--- config.mk ---
export PLATFORM = sky130hd
export DESIGN_NAME = run_sequencer_flat
export DESIGN_NICKNAME = d
export VERILOG_FILES = /design/src/rtl/x9_pkg.sv /design/src/rtl/run_sequencer_if.sv /design/src/rtl/sat_counter.sv /design/src/rtl/run_sequencer.sv /design/src/flat_wrapper.sv
export SDC_FILE = /design/constraint.sdc
export NUM_CORES = 1
export LEC_CHECK = 0
export BUFFER_PORTS_ARGS = -buffer_cell sky130_fd_sc_hd__buf_2
export CAP_MARGIN = 20
export CORE_MARGIN = 5
export CORE_UTILIZATION = 54
export DETAILED_ROUTE_END_ITERATION = 10
export MAX_ROUTING_LAYER = met4
export PLACE_DENSITY = 0.87
export SYNTH_ARGS = -nofsm -noshare
export SYNTH_HDL_FRONTEND = slang
export SYNTH_SLANG_ARGS = --single-unit
--- constraint.sdc ---
create_clock -name clk -period 4.48 [get_ports clk]
set_input_delay 0.672 -clock clk [delete_from_list [all_inputs] [get_ports clk]]
set_output_delay 0.672 -clock clk [all_outputs]
set_load 0.01 [all_outputs]
--- src/rtl/x9_pkg.sv ---
// rtl/x9_pkg.sv - shared types and widths for the run sequencer
// Purpose: sequencer state encoding plus default program-counter and
//          counter widths used by the sequencer, its interface and bench.
// Ports:   none (package)
package x9_pkg;

  localparam int D  = 12;  // program-counter width
  localparam int CW = 16;  // instruction / cycle counter width

  typedef enum logic [2:0] {
    S_IDLE,
    S_START,
    S_FETCH,
    S_DECODE,
    S_EXEC,
    S_MEM,
    S_WB,
    S_DONE
  } seq_state_t;

  // States in which the watchdog cycle counter advances.
  function automatic logic is_run_state(seq_state_t s);
    return (s == S_FETCH) || (s == S_DECODE) || (s == S_EXEC) ||
           (s == S_MEM)   || (s == S_WB);
  endfunction

endpackage

--- src/rtl/run_sequencer_if.sv ---
// rtl/run_sequencer_if.sv - host/datapath <-> sequencer signal bundle
// Purpose: groups the run handshake, decoded-instruction inputs and the
//          control strobes of the run sequencer.
// Ports:   master = host/datapath side (drives req, prog_ctr, halt_pc,
//          is_load, is_store, reg_write; observes strobes and status)
//          slave  = sequencer side (the reverse)
interface run_sequencer_if #(
  parameter int D  = x9_pkg::D,
  parameter int CW = x9_pkg::CW
);

  logic          req;
  logic [D-1:0]  prog_ctr;
  logic [D-1:0]  halt_pc;
  logic          is_load;
  logic          is_store;
  logic          reg_write;

  logic          pc_clr;
  logic          ir_ld;
  logic          flag_en;
  logic          mem_wr_en;
  logic          rf_wr_en;
  logic          pc_en;
  logic          busy;
  logic          done;
  logic          timeout;
  logic [CW-1:0] instr_cnt;

  modport master (
    output req, prog_ctr, halt_pc, is_load, is_store, reg_write,
    input  pc_clr, ir_ld, flag_en, mem_wr_en, rf_wr_en, pc_en,
           busy, done, timeout, instr_cnt
  );

  modport slave (
    input  req, prog_ctr, halt_pc, is_load, is_store, reg_write,
    output pc_clr, ir_ld, flag_en, mem_wr_en, rf_wr_en, pc_en,
           busy, done, timeout, instr_cnt
  );

endinterface

--- src/rtl/sat_counter.sv ---
// rtl/sat_counter.sv - clearable saturating up-counter
// Purpose: counts enabled cycles, sticks at all-ones instead of wrapping.
// Ports:   clk, reset (async active-low), clr (sync clear, wins over en),
//          en (count enable), cnt (current value)
module sat_counter #(
  parameter int W = 16
) (
  input  logic         clk,
  input  logic         reset,
  input  logic         clr,
  input  logic         en,
  output logic [W-1:0] cnt
);

  logic [W-1:0] cnt_q;
  logic [W-1:0] cnt_d;

  always_comb begin
    cnt_d = cnt_q;
    if (clr) begin
      cnt_d = '0;
    end else if (en && (cnt_q != '1)) begin
      cnt_d = cnt_q + W'(1);
    end
  end

  always_ff @(posedge clk or negedge reset) begin
    if (!reset) begin
      cnt_q <= '0;
    end else begin
      cnt_q <= cnt_d;
    end
  end

  assign cnt = cnt_q;

endmodule

--- src/rtl/run_sequencer.sv ---
// rtl/run_sequencer.sv - multi-cycle instruction run sequencer with watchdog
// Purpose: walks FETCH/DECODE/EXEC/[MEM]/WB per instruction from a host
//          run request until halt_pc retires or the watchdog expires.
// Ports:   clk, reset (async active-low),
//          bus (slave modport): req/done handshake, prog_ctr, halt_pc,
//          decoded is_load/is_store/reg_write in; pc_clr, ir_ld, flag_en,
//          mem_wr_en, rf_wr_en, pc_en, busy, done, timeout, instr_cnt out.
module run_sequencer #(
  parameter int          D       = x9_pkg::D,
  parameter int          CW      = x9_pkg::CW,
  parameter int unsigned MAX_CYC = 4000
) (
  input  logic                 clk,
  input  logic                 reset,
  run_sequencer_if.slave       bus
);

  import x9_pkg::*;

  localparam logic [CW-1:0] WDOG_LAST = CW'(MAX_CYC - 1);

  seq_state_t    state_q;
  seq_state_t    state_d;
  logic          timeout_q;
  logic          timeout_d;

  logic [D-1:0]  pc_now;
  logic [D-1:0]  pc_halt;
  logic [CW-1:0] cyc_cnt;
  logic [CW-1:0] instr_cnt;
  logic          halt_hit;
  logic          wdog_fire;
  logic          run_clr;

  assign pc_now   = bus.prog_ctr;
  assign pc_halt  = bus.halt_pc;
  assign halt_hit = (pc_now == pc_halt);

  // Watchdog only looks at the counter while it is live; in DONE/IDLE the
  // stale count must not pin the FSM in DONE.
  assign wdog_fire = is_run_state(state_q) && (cyc_cnt == WDOG_LAST);

  // Counters and timeout clear on the transition into START so that
  // instr_cnt already reads 0 while START is the current state.
  assign run_clr = (state_d == S_START);

  // State register
  always_ff @(posedge clk or negedge reset) begin
    if (!reset) begin
      state_q   <= S_IDLE;
      timeout_q <= 1'b0;
    end else begin
      state_q   <= state_d;
      timeout_q <= timeout_d;
    end
  end

  // Next-state logic
  always_comb begin
    state_d = state_q;
    case (state_q)
      S_IDLE:   if (bus.req) state_d = S_START;
      S_START:  state_d = S_FETCH;
      S_FETCH:  state_d = S_DECODE;
      S_DECODE: state_d = S_EXEC;
      S_EXEC:   state_d = (bus.is_load || bus.is_store) ? S_MEM : S_WB;
      S_MEM:    state_d = S_WB;
      S_WB:     state_d = halt_hit ? S_DONE : S_FETCH;
      S_DONE:   if (!bus.req) state_d = S_IDLE;
      default:  state_d = S_IDLE;
    endcase
    // Watchdog beats every other transition, the WB halt check included.
    if (wdog_fire) begin
      state_d = S_DONE;
    end
  end

  always_comb begin
    timeout_d = timeout_q;
    if (run_clr) begin
      timeout_d = 1'b0;
    end else if (wdog_fire) begin
      timeout_d = 1'b1;
    end
  end

  // Output decode
  always_comb begin
    bus.pc_clr    = 1'b0;
    bus.ir_ld     = 1'b0;
    bus.flag_en   = 1'b0;
    bus.mem_wr_en = 1'b0;
    bus.rf_wr_en  = 1'b0;
    bus.pc_en     = 1'b0;
    bus.busy      = 1'b0;
    bus.done      = 1'b0;
    case (state_q)
      S_START:  begin bus.pc_clr = 1'b1; bus.busy = 1'b1; end
      S_FETCH:  begin bus.ir_ld  = 1'b1; bus.busy = 1'b1; end
      S_DECODE: bus.busy = 1'b1;
      S_EXEC:   begin bus.flag_en = 1'b1; bus.busy = 1'b1; end
      // A load+store combination writes memory, so only is_store gates it.
      S_MEM:    begin bus.mem_wr_en = bus.is_store; bus.busy = 1'b1; end
      S_WB: begin
        bus.rf_wr_en = bus.reg_write;
        bus.pc_en    = 1'b1;
        bus.busy     = 1'b1;
      end
      S_DONE:   bus.done = 1'b1;
      default:  ;
    endcase
  end

  assign bus.timeout   = timeout_q;
  assign bus.instr_cnt = instr_cnt;

  sat_counter #(.W(CW)) u_instr_cnt (
    .clk   (clk),
    .reset (reset),
    .clr   (run_clr),
    .en    (state_q == S_WB),
    .cnt   (instr_cnt)
  );

  sat_counter #(.W(CW)) u_cyc_cnt (
    .clk   (clk),
    .reset (reset),
    .clr   (run_clr),
    .en    (is_run_state(state_q)),
    .cnt   (cyc_cnt)
  );

endmodule

--- src/flat_wrapper.sv ---
// flat-port wrapper written by rule: the top's interface ports become plain ports
module run_sequencer_flat import x9_pkg::*;
#(
  parameter int          D       = x9_pkg::D,
  parameter int          CW      = x9_pkg::CW,
  parameter int unsigned MAX_CYC = 4000
)
  (clk, reset, bus_req, bus_prog_ctr, bus_halt_pc, bus_is_load, bus_is_store, bus_reg_write, bus_pc_clr, bus_ir_ld, bus_flag_en, bus_mem_wr_en, bus_rf_wr_en, bus_pc_en, bus_busy, bus_done, bus_timeout, bus_instr_cnt);
  run_sequencer_if #(.D(D), .CW(CW)) bus_i ();
  input  logic clk;
  input  logic reset;
  input wire logic [$bits(bus_i.req)-1:0] bus_req;
  input wire logic [$bits(bus_i.prog_ctr)-1:0] bus_prog_ctr;
  input wire logic [$bits(bus_i.halt_pc)-1:0] bus_halt_pc;
  input wire logic [$bits(bus_i.is_load)-1:0] bus_is_load;
  input wire logic [$bits(bus_i.is_store)-1:0] bus_is_store;
  input wire logic [$bits(bus_i.reg_write)-1:0] bus_reg_write;
  output wire logic [$bits(bus_i.pc_clr)-1:0] bus_pc_clr;
  output wire logic [$bits(bus_i.ir_ld)-1:0] bus_ir_ld;
  output wire logic [$bits(bus_i.flag_en)-1:0] bus_flag_en;
  output wire logic [$bits(bus_i.mem_wr_en)-1:0] bus_mem_wr_en;
  output wire logic [$bits(bus_i.rf_wr_en)-1:0] bus_rf_wr_en;
  output wire logic [$bits(bus_i.pc_en)-1:0] bus_pc_en;
  output wire logic [$bits(bus_i.busy)-1:0] bus_busy;
  output wire logic [$bits(bus_i.done)-1:0] bus_done;
  output wire logic [$bits(bus_i.timeout)-1:0] bus_timeout;
  output wire logic [$bits(bus_i.instr_cnt)-1:0] bus_instr_cnt;
  assign bus_i.req = bus_req;
  assign bus_i.prog_ctr = bus_prog_ctr;
  assign bus_i.halt_pc = bus_halt_pc;
  assign bus_i.is_load = bus_is_load;
  assign bus_i.is_store = bus_is_store;
  assign bus_i.reg_write = bus_reg_write;
  assign bus_pc_clr = bus_i.pc_clr;
  assign bus_ir_ld = bus_i.ir_ld;
  assign bus_flag_en = bus_i.flag_en;
  assign bus_mem_wr_en = bus_i.mem_wr_en;
  assign bus_rf_wr_en = bus_i.rf_wr_en;
  assign bus_pc_en = bus_i.pc_en;
  assign bus_busy = bus_i.busy;
  assign bus_done = bus_i.done;
  assign bus_timeout = bus_i.timeout;
  assign bus_instr_cnt = bus_i.instr_cnt;
  run_sequencer #(.D(D), .CW(CW), .MAX_CYC(MAX_CYC)) u_core (.clk(clk), .reset(reset), .bus(bus_i));
endmodule
==> flow_summary.toml, run 1 <==
[worst_setup_path]
crit_path_max_fanout = 15
path_cells = "nand3b_1 -> inv_1 -> and2_1 -> buf_2"
reg2reg_depth = 3
slowest_delay_ps = 600
cp.required_ps = 3810
cp-end-kind = "primary output"
worst_setup_path_start_kind = "flop"
worstPathBufferInverterCount = 2
cp_slowest_cell = "dfrtp_1"
reg2reg_from = "u_core.state_q[1]"
cpLargestDelayFamily = "flip-flops"
path_class = "flop to primary output"
worst_ep_arrival_time_ps = 1730
rrSetupSlack_ps = 2230
r2r_end = "u_core.u_cyc_cnt.cnt[1]"

[clocking]
cts_hold_buf = 0
clk_path_buf_depth = 2
h-tree-depth = 2
cts_buffers = 5
post_cts_buffers = 0
clk_pin_slew_worst_paths_ps = 70
cts.repair.resized = 0
root_buffer = "clkbuf_8"
clock_sinks = 36
clk_latency_ps = 290
cts_tree = "yes"

[run_status]
outcome = "completed"

[finish]
area_delta_synth_final_pct = 17.1
nNetsFinal = 339
final_cell_area_um2 = 2660
diodes = 0
finalCoreUtilization = 0.661
drive_gt1_frac = 0.231

[power_and_ir_drop]
seq_power_share = 0.426
clkPwrFrac = 0.214
leakagePower_nw = 1.18
power_density_nw_per_um2 = 496
switching_power_uw = 527
ir_drop_uv = 387
swShare = 0.400
intPower_uw = 792
pwr-share-comb = 0.360

[job]
cap_violations = 0

[placement]
place_congestion = 0.922
hpwl_um = 4060
port_buffers = 54
dpl_cell_area_um2 = 2550

[floorplan]
io-pin-count = 55
die_y_um = 74.9
rows = 23
die_w_um = 74.9
start_util = 0.565
core_area_um2 = 4030
dieArea_um2 = 5610

[drt]
avgRoutedWirePerCell_um = 15.5
drc = 0
drt-total-wl_um = 5550
drtIter0Drc = 127
ant_nets = 0
viasPerCell = 6.15
drt-pass1-iter-count = 5
vias = 2203

[grt]
grt_pass1_wl_um = 9240
grt_usage = 0.217
grt_overflow = 0
grt_antenna_before_repair = 0
grt_pass1_vias = 2116
grt_max_degree = 37

[sta]
setup_viol = 0
post-route-period-util = 0.536
fin_setup_tns_ps = 0
tightest_slew_ps = 941
slew_violations = 0
relSlewSlack = 0.365
skew_ps = 6.13
max_freq_mhz = 416
grt_setup_unrepaired = "no"
finalHoldViolations = 0
min_period_ps = 2400

[min_path]
hp-class = "input pin to asynchronous set/reset pin"

[logic_synthesis]
synthesis.area_um2 = 2270
syn_inst = 258
synth_warnings = 0
ys_seq_elements = 36
syn_area_per_cell_um2 = 8.82
synth_cell_type_count = 41
ys_seq_area_frac = 0.396
syn_nets = 290
-- per-stage QoR --
step	worst slack (ps)	hold slack, ps	std cells	power, mW
CTS	2080	482	358	1.32
global placement	2380	460	350	1.01
finish	2080	450	358	1.32
global route	1970	522	358	1.41
floorplan	2500	376	258	0.882
detailed placement	2260	474	350	1.04
-- final cells by class --
type                            instances  area (µm²)
Clock buffer                            6        72.6
Sequential cell                        36         901
Tap cell                               50        62.6
Multi-Input combinational cell        203        1290
Inverter                                6        22.5
Clock inverter                          2        35.0
Fill cell                             341        1370
Timing Repair Buffer                   55         278
-- logic make-up after synthesis --
| logic type | Yosys count | synth area share |
|---|---|---|
| AND/OR/NAND/NOR | 123 | 0.304 |
| XOR/XNOR | 13 | 0.0501 |
| buffers and inverters | 19 | 0.0391 |
| multiplexers | 11 | 0.0484 |
| AO/OA/AOI/OAI | 54 | 0.152 |
| adder cells (fa/ha/maj) | 2 | 0.0110 |
| flip-flops | 36 | 0.396 |
-- cells in the final DEF, fill, tap and decap left out, drive strengths merged, types with 4 or more instances in the layout --
master,count
a21oi,18
and2,5
buf,55
clkbuf,6
dfrtp,36
inv,6
mux2i,11
nand2,28
nand3,15
nand4,12
nor2,9
nor3,12
nor4,8
o21ai,8
o31ai,11
or2,4
or3,4
or4,11
xor2,12
-- layer usage --
metal,part of all wire,up-vias,global-route usage
li1,-,1075,-
met5,0,-,-
met3,0.071,8,0.0507
met4,0.011,0,0.0771
met1,0.40,1043,0.244
met2,0.51,77,0.374
-- how the worst max path moves through the flow --
stage,startpoint,end,slack [ps],cells past startpoint
floorplan,u_core.state_q[2],u_core.u_cyc_cnt.cnt[12],2500,7
CTS,u_core.state_q[1],bus_rf_wr_en,2080,4
finish,u_core.state_q[1],bus_rf_wr_en,2080,4
detailed placement,u_core.state_q[1],u_core.u_cyc_cnt.cnt[1],2260,3
global route,u_core.state_q[1],bus_rf_wr_en,1970,4
global placement,u_core.state_q[1],u_core.u_cyc_cnt.cnt[15],2380,4
-- Yosys cell counts (all sizes together) --
| master | number | area share |
|---|---|---|
| and3 | 3 | 0.0083 |
| or4 | 11 | 0.036 |
| or3 | 4 | 0.011 |
| a211oi | 2 | 0.0066 |
| and2 | 5 | 0.014 |
| nand3b | 3 | 0.0099 |
| mux2i | 11 | 0.048 |
| or2 | 4 | 0.011 |
| and4 | 3 | 0.012 |
| clkbuf | 6 | 0.0099 |
| a21oi | 18 | 0.040 |
| nand2 | 28 | 0.046 |
| buf | 7 | 0.019 |
| o31ai | 11 | 0.036 |
| o211ai | 2 | 0.0066 |
| a21o | 1 | 0.0033 |
| xor2 | 12 | 0.046 |
| o21ai | 8 | 0.018 |
| o41ai | 3 | 0.012 |
| dfrtp | 36 | 0.40 |
| a31o | 1 | 0.0039 |
| nor4b | 2 | 0.0077 |
| nor3 | 12 | 0.026 |
| or3b | 1 | 0.0039 |
| or4b | 2 | 0.0088 |
| nor3b | 1 | 0.0033 |
| ha | 2 | 0.011 |
| nand3 | 15 | 0.033 |
| nor2 | 9 | 0.015 |
| o311ai | 2 | 0.0077 |
| a311oi | 1 | 0.0039 |
| xnor2 | 1 | 0.0039 |
| nor4 | 8 | 0.025 |
| inv | 6 | 0.0099 |
| nand4 | 12 | 0.033 |
| o21a | 2 | 0.0066 |
| a31oi | 3 | 0.0083 |
-- power groups by stage --
stage,Sequential [mW],Combinational [mW],Clock (mW)
after floorplan,0.524,0.358,0
after global placement,0.554,0.455,0
after detailed placement,0.562,0.477,0
after CTS,0.557,0.479,0.287
after global routing,0.582,0.530,0.300
final,0.562,0.475,0.283
-- flip-flops by register name, indices dropped and copies added (netlist names) --
name	flops
u_core.state_q	3
u_core.u_cyc_cnt.cnt	16
u_core.bus.timeout	1
u_core.u_instr_cnt.cnt	16
No activity file was read; power rests on OpenSTA's default activity.
==> run 2: changes to the inputs <==
--- a/config.mk
+++ b/config.mk
@@ -8,10 +8,10 @@
 export BUFFER_PORTS_ARGS = -buffer_cell sky130_fd_sc_hd__buf_2
 export CAP_MARGIN = 20
 export CORE_MARGIN = 5
-export CORE_UTILIZATION = 54
+export CORE_UTILIZATION = 48
 export DETAILED_ROUTE_END_ITERATION = 10
 export MAX_ROUTING_LAYER = met4
-export PLACE_DENSITY = 0.87
+export PLACE_DENSITY = 0.83
 export SYNTH_ARGS = -nofsm -noshare
 export SYNTH_HDL_FRONTEND = slang
 export SYNTH_SLANG_ARGS = --single-unit
==> constraint.sdc (replaced) <==
create_clock -name clk -period 2.2 [get_ports clk]
set_input_delay 0.33 -clock clk [delete_from_list [all_inputs] [get_ports clk]]
set_output_delay 0.33 -clock clk [all_outputs]
set_load 0.01 [all_outputs]
==> flow_summary.toml, run 2 (synthesized netlist as in run 1, its figures left out) <==
[run_status]
outcome = "completed"

[worst_setup_path]
cp-end-kind = "flop"
reg2reg_from = "u_core.u_cyc_cnt.cnt[0]"
crit_path_frequent_cell = "or4_1"
cp_slowest_cell = "or4_1"
reg2reg_depth = 5
slowest_delay_ps = 610
worst_setup_path_start_kind = "flop"
cp.required_ps = 2410
worstPathBufferInverterCount = 0
cpLargestDelayFamily = "simple AND/OR/NAND/NOR gates"
r2r_end = "u_core.u_cyc_cnt.cnt[10]"
crit_path_max_fanout = 7
rrSetupSlack_ps = 160
path_cells = "ha_1 -> nand4_1 -> or4_1 -> or4_1 -> a21oi_1"
path_class = "flop to flop"
worst_ep_arrival_time_ps = 2250

[job]
cap_violations = 0

[placement]
hpwl_um = 4130
place_congestion = 0.943
port_buffers = 54
dp_slack_ps = 186

[floorplan]
rows = 25
io-pin-count = 55
die_w_um = 78.8
die_y_um = 78.8
core_area_um2 = 4660
start_util = 0.488
dieArea_um2 = 6220

[drt]
viasPerCell = 6.10
avgRoutedWirePerCell_um = 15.3
drt-pass1-iter-count = 5
vias = 2277
drc = 0
ant_nets = 0
drt-total-wl_um = 5700
drtIter0Drc = 129

[power_and_ir_drop]
power_density_nw_per_um2 = 1080
leakagePower_nw = 1.26
ir_drop_uv = 679

[clocking]
clk_latency_ps = 290
cts_tree = "yes"
clk_pin_slew_worst_paths_ps = 80
clock_sinks = 36
clk_path_buf_depth = 2
h-tree-depth = 2
cts.repair.resized = 0
cts_buffers = 5
post_cts_buffers = 0
root_buffer = "clkbuf_8"
cts_hold_buf = 0

[sta]
min_period_ps = 2040
post-route-period-util = 0.926
fin_setup_tns_ps = 0
skew_ps = 7.45
setup_slack_ps = 162
finalHoldViolations = 0
relSlewSlack = 0.461
max_freq_mhz = 491
setup_viol = 0
grt_setup_unrepaired = "no"
slew_violations = 0
tightest_slew_ps = 808

[finish]
final_common_cell = "buf_2"
fillCellCount = 410
diodes = 0
drive_gt1_frac = 0.260
most-common-layout-cells = "buf_2 (54), dfrtp_1 (36), nand2_1 (28)"
nNetsFinal = 350
area_delta_synth_final_pct = 23.2

[grt]
grt_pass1_vias = 2254
grt_max_degree = 37
grt_usage = 0.198
grt_pass1_wl_um = 9720
grt_antenna_before_repair = 0
grt_overflow = 0

[min_path]
hp-class = "input pin to asynchronous set/reset pin"
run 2: changes by cell type in the layout (fill, tap and decap cells not counted):
cell	change
clkbuf_1	-1
clkinv_2	-1
bufinv_16	+2
buf_4	+11
run 2: where the power goes:
part | total (mW) | internal [mW] | switching, mW
clock | 0.816 | 0.567 | 0.249
combinational | 1.11 | 0.498 | 0.608
sequential | 1.10 | 0.847 | 0.253
run 2: worst max path at each step:
| stage | cells past startpoint | startpoint | slack (ps) | to |
|---|---|---|---|---|
| 2_1_floorplan | 7 | u_core.state_q[2] | 220 | u_core.u_cyc_cnt.cnt[12] |
| 3_5_place_dp | 5 | u_core.u_cyc_cnt.cnt[0] | 190 | u_core.u_cyc_cnt.cnt[12] |
| 3_3_place_gp | 5 | u_core.u_instr_cnt.cnt[0] | 240 | u_core.u_instr_cnt.cnt[12] |
| 6_report | 5 | u_core.u_cyc_cnt.cnt[0] | 160 | u_core.u_cyc_cnt.cnt[10] |
| 4_1_cts | 5 | u_core.u_cyc_cnt.cnt[0] | 190 | u_core.u_cyc_cnt.cnt[10] |
| 5_1_grt | 5 | u_core.u_cyc_cnt.cnt[0] | 30 | u_core.u_cyc_cnt.cnt[12] |
run 2: final cells by class:
cell class,count,area (µm²),share of cell area
multi-input cells,203,1290,0.461
flip-flops and latches,36,901,0.322
repair buffers,66,360,0.129
clock inverters,3,90.1,0.0322
clock buffers,5,68.8,0.0246
well taps,54,67.6,0.0241
inverters,6,22.5,0.00804
run 2: stage by stage:
stage | hold WS [ps] | util | std cells | instance area [µm²] | power, mW
detailed placement | 463 | 0.567 | 365 | 2640 | 2.21
CTS | 146 | 0.601 | 373 | 2800 | 3.04
global placement | 458 | 0.567 | 365 | 2640 | 2.15
floorplan | 34.4 | - | 258 | 2270 | 1.80
finish | 126 | 0.601 | 373 | 2800 | 3.02
global route | 191 | 0.601 | 373 | 2800 | 3.25
run 2: layer usage:
metal | up-vias | track usage | wire (µm)
met5 | - | - | 0
met4 | 0 | 0.0825 | 73
met3 | 10 | 0.0431 | 288
met2 | 62 | 0.337 | 2910
met1 | 1106 | 0.227 | 2430
li1 | 1099 | - | -
==> run 3: changes to the inputs <==
--- a/config.mk
+++ b/config.mk
@@ -7,8 +7,11 @@
 export LEC_CHECK = 0
 export BUFFER_PORTS_ARGS = -buffer_cell sky130_fd_sc_hd__buf_2
 export CAP_MARGIN = 20
+export CELL_PAD_IN_SITES_DETAIL_PLACEMENT = 0
+export CELL_PAD_IN_SITES_GLOBAL_PLACEMENT = 1
 export CORE_MARGIN = 5
-export CORE_UTILIZATION = 48
+export CORE_UTILIZATION = 36
+export CTS_CLUSTER_SIZE = 8
 export DETAILED_ROUTE_END_ITERATION = 10
 export MAX_ROUTING_LAYER = met4
 export PLACE_DENSITY = 0.83
==> flow_summary.toml, run 3 (synthesized netlist as in run 1, its figures left out) <==
[run_status]
outcome = "completed"

[drt]
ant_nets = 0
drt-total-wl_um = 5830
drtIter0Drc = 127
drc = 0
avgRoutedWirePerCell_um = 14.6
drt-pass1-iter-count = 4
vias = 2229
viasPerCell = 5.57

[worst_setup_path]
crit_path_frequent_cell = "or4_1"
worst_ep_arrival_time_ps = 2240
r2r_end = "u_core.u_cyc_cnt.cnt[12]"
reg2reg_depth = 5
worstPathBufferInverterCount = 0
critical_path.startpoint = "u_core.u_cyc_cnt.cnt[0]"
cp.required_ps = 2420
reg2reg_from = "u_core.u_cyc_cnt.cnt[0]"
worst_setup_path_start_kind = "flop"
slowest_delay_ps = 610
worstSetupEndpoint = "u_core.u_cyc_cnt.cnt[12]"
crit_cells = 5
cpLargestDelayFamily = "simple AND/OR/NAND/NOR gates"
cp_slowest_cell = "or4_1"
rrSetupSlack_ps = 180
crit_path_max_fanout = 7
path_cells = "ha_1 -> nand4_1 -> or4_1 -> or4_1 -> a21oi_1"
cp-end-kind = "flop"
path_class = "flop to flop"

[power_and_ir_drop]
switching_power_mw = 1.11
seq_power_share = 0.391
pwr-share-comb = 0.393
power_density_nw_per_um2 = 995
p_total_mw = 2.80
swShare = 0.396
clkPwrFrac = 0.216
ir_drop_uv = 515
leakagePower_nw = 1.25
intPower_mw = 1.69

[grt]
use_met3 = 0.0313
grt_pass1_vias = 2126
use_met1 = 0.194
grt_pass1_wl_um = 9610
grt_overflow = 0
grt_max_degree = 37
busiest_layer = "met2"
use_met2 = 0.253
grt_antenna_before_repair = 0
grt_usage = 0.156

[placement]
dp_slack_ps = 184
dp_cells = 392
dpl_cell_area_um2 = 2700
place_congestion = 0.830
hpwl_um = 4350
port_buffers = 54

[finish]
diodes = 0
finalCoreUtilization = 0.451
nNetsFinal = 354
final_common_cell = "buf_2"
final_cell_area_um2 = 2810
most-common-layout-cells = "buf_2 (54), dfrtp_1 (36), nand2_1 (28)"
layoutNonFillerInstCount = 400
drive_gt1_frac = 0.269
area_delta_synth_final_pct = 23.7

[clocking]
h-tree-depth = 2
clk_latency_ps = 290
cts_buffers = 5
clock_sinks = 36
clk_pin_slew_worst_paths_ps = 80
root_buffer = "clkbuf_8"
cts_hold_buf = 0
cts_tree = "yes"
clk_path_buf_depth = 2
cts.repair.resized = 0
post_cts_buffers = 0

[sta]
post-route-period-util = 0.920
tightest_slew_ps = 787
grt_setup_unrepaired = "no"
hold_ws_ps = 105
setup_viol = 0
finalHoldViolations = 0
slew_violations = 0
relSlewSlack = 0.475
min_period_ps = 2020
skew_ps = 6.88
fin_setup_tns_ps = 0
setup_slack_ps = 177
max_freq_mhz = 494

[floorplan]
dieArea_um2 = 8010
core_area_um2 = 6240
rows = 29
io-pin-count = 55
die_w_um = 89.5
die_y_um = 89.5
start_util = 0.364

[job]
cap_violations = 0

[min_path]
hp-class = "input pin to asynchronous set/reset pin"
[run 3: cell count changes in the layout (fill, tap and decap cells not counted), sizes merged]
cell and delta:
buf +4, clkinv +1, clkinvlp +1, bufinv -2
[run 3: final cells by class]
class	instances	area (µm²)
multi-input cells	203	1290
fillers	661	3430
clock inverters	3	42.5
inverters	6	22.5
well taps	77	96.3
clock buffers	5	68.8
flip-flops and latches	36	901
repair buffers	70	390
[run 3: worst reg2reg max path, cell delays in order (launching register included)]
cell and delay [ps]:
dfrtp_1 390, ha_1 210, nand4_1 150, or4_1 610
or4_1 440, a21oi_1 150
[run 3: worst min-delay path by stage]
stage / startpoint / to / slack, ps / cells past startpoint
detailed placement: reset / u_core.u_instr_cnt.cnt[0] / 470 / 1
global route: reset / u_core.u_instr_cnt.cnt[0] / 190 / 1
CTS: reset / u_core.u_instr_cnt.cnt[6] / 140 / 1
floorplan: reset / u_core.bus.timeout / 30 / 0
finish: reset / u_core.u_instr_cnt.cnt[6] / 110 / 1
global placement: u_core.bus.timeout / u_core.bus.timeout / 460 / 2
[run 3: layer usage]
metal  share of wire  up-vias
met5               0        -
met4           0.019        0
met3           0.047       11
met2            0.48       37
met1            0.45     1073
li1                -     1108
[run 3: power by group through the flow]
stage          sequential [mW]  combinational [mW]  clock, mW
2_1_floorplan             1.07               0.729          0
6_report                  1.09                1.10      0.604
5_1_grt                   1.13                1.23      0.647
4_1_cts                   1.09                1.12      0.620
3_5_place_dp              1.10                1.11          0
3_3_place_gp              1.09                1.09          0
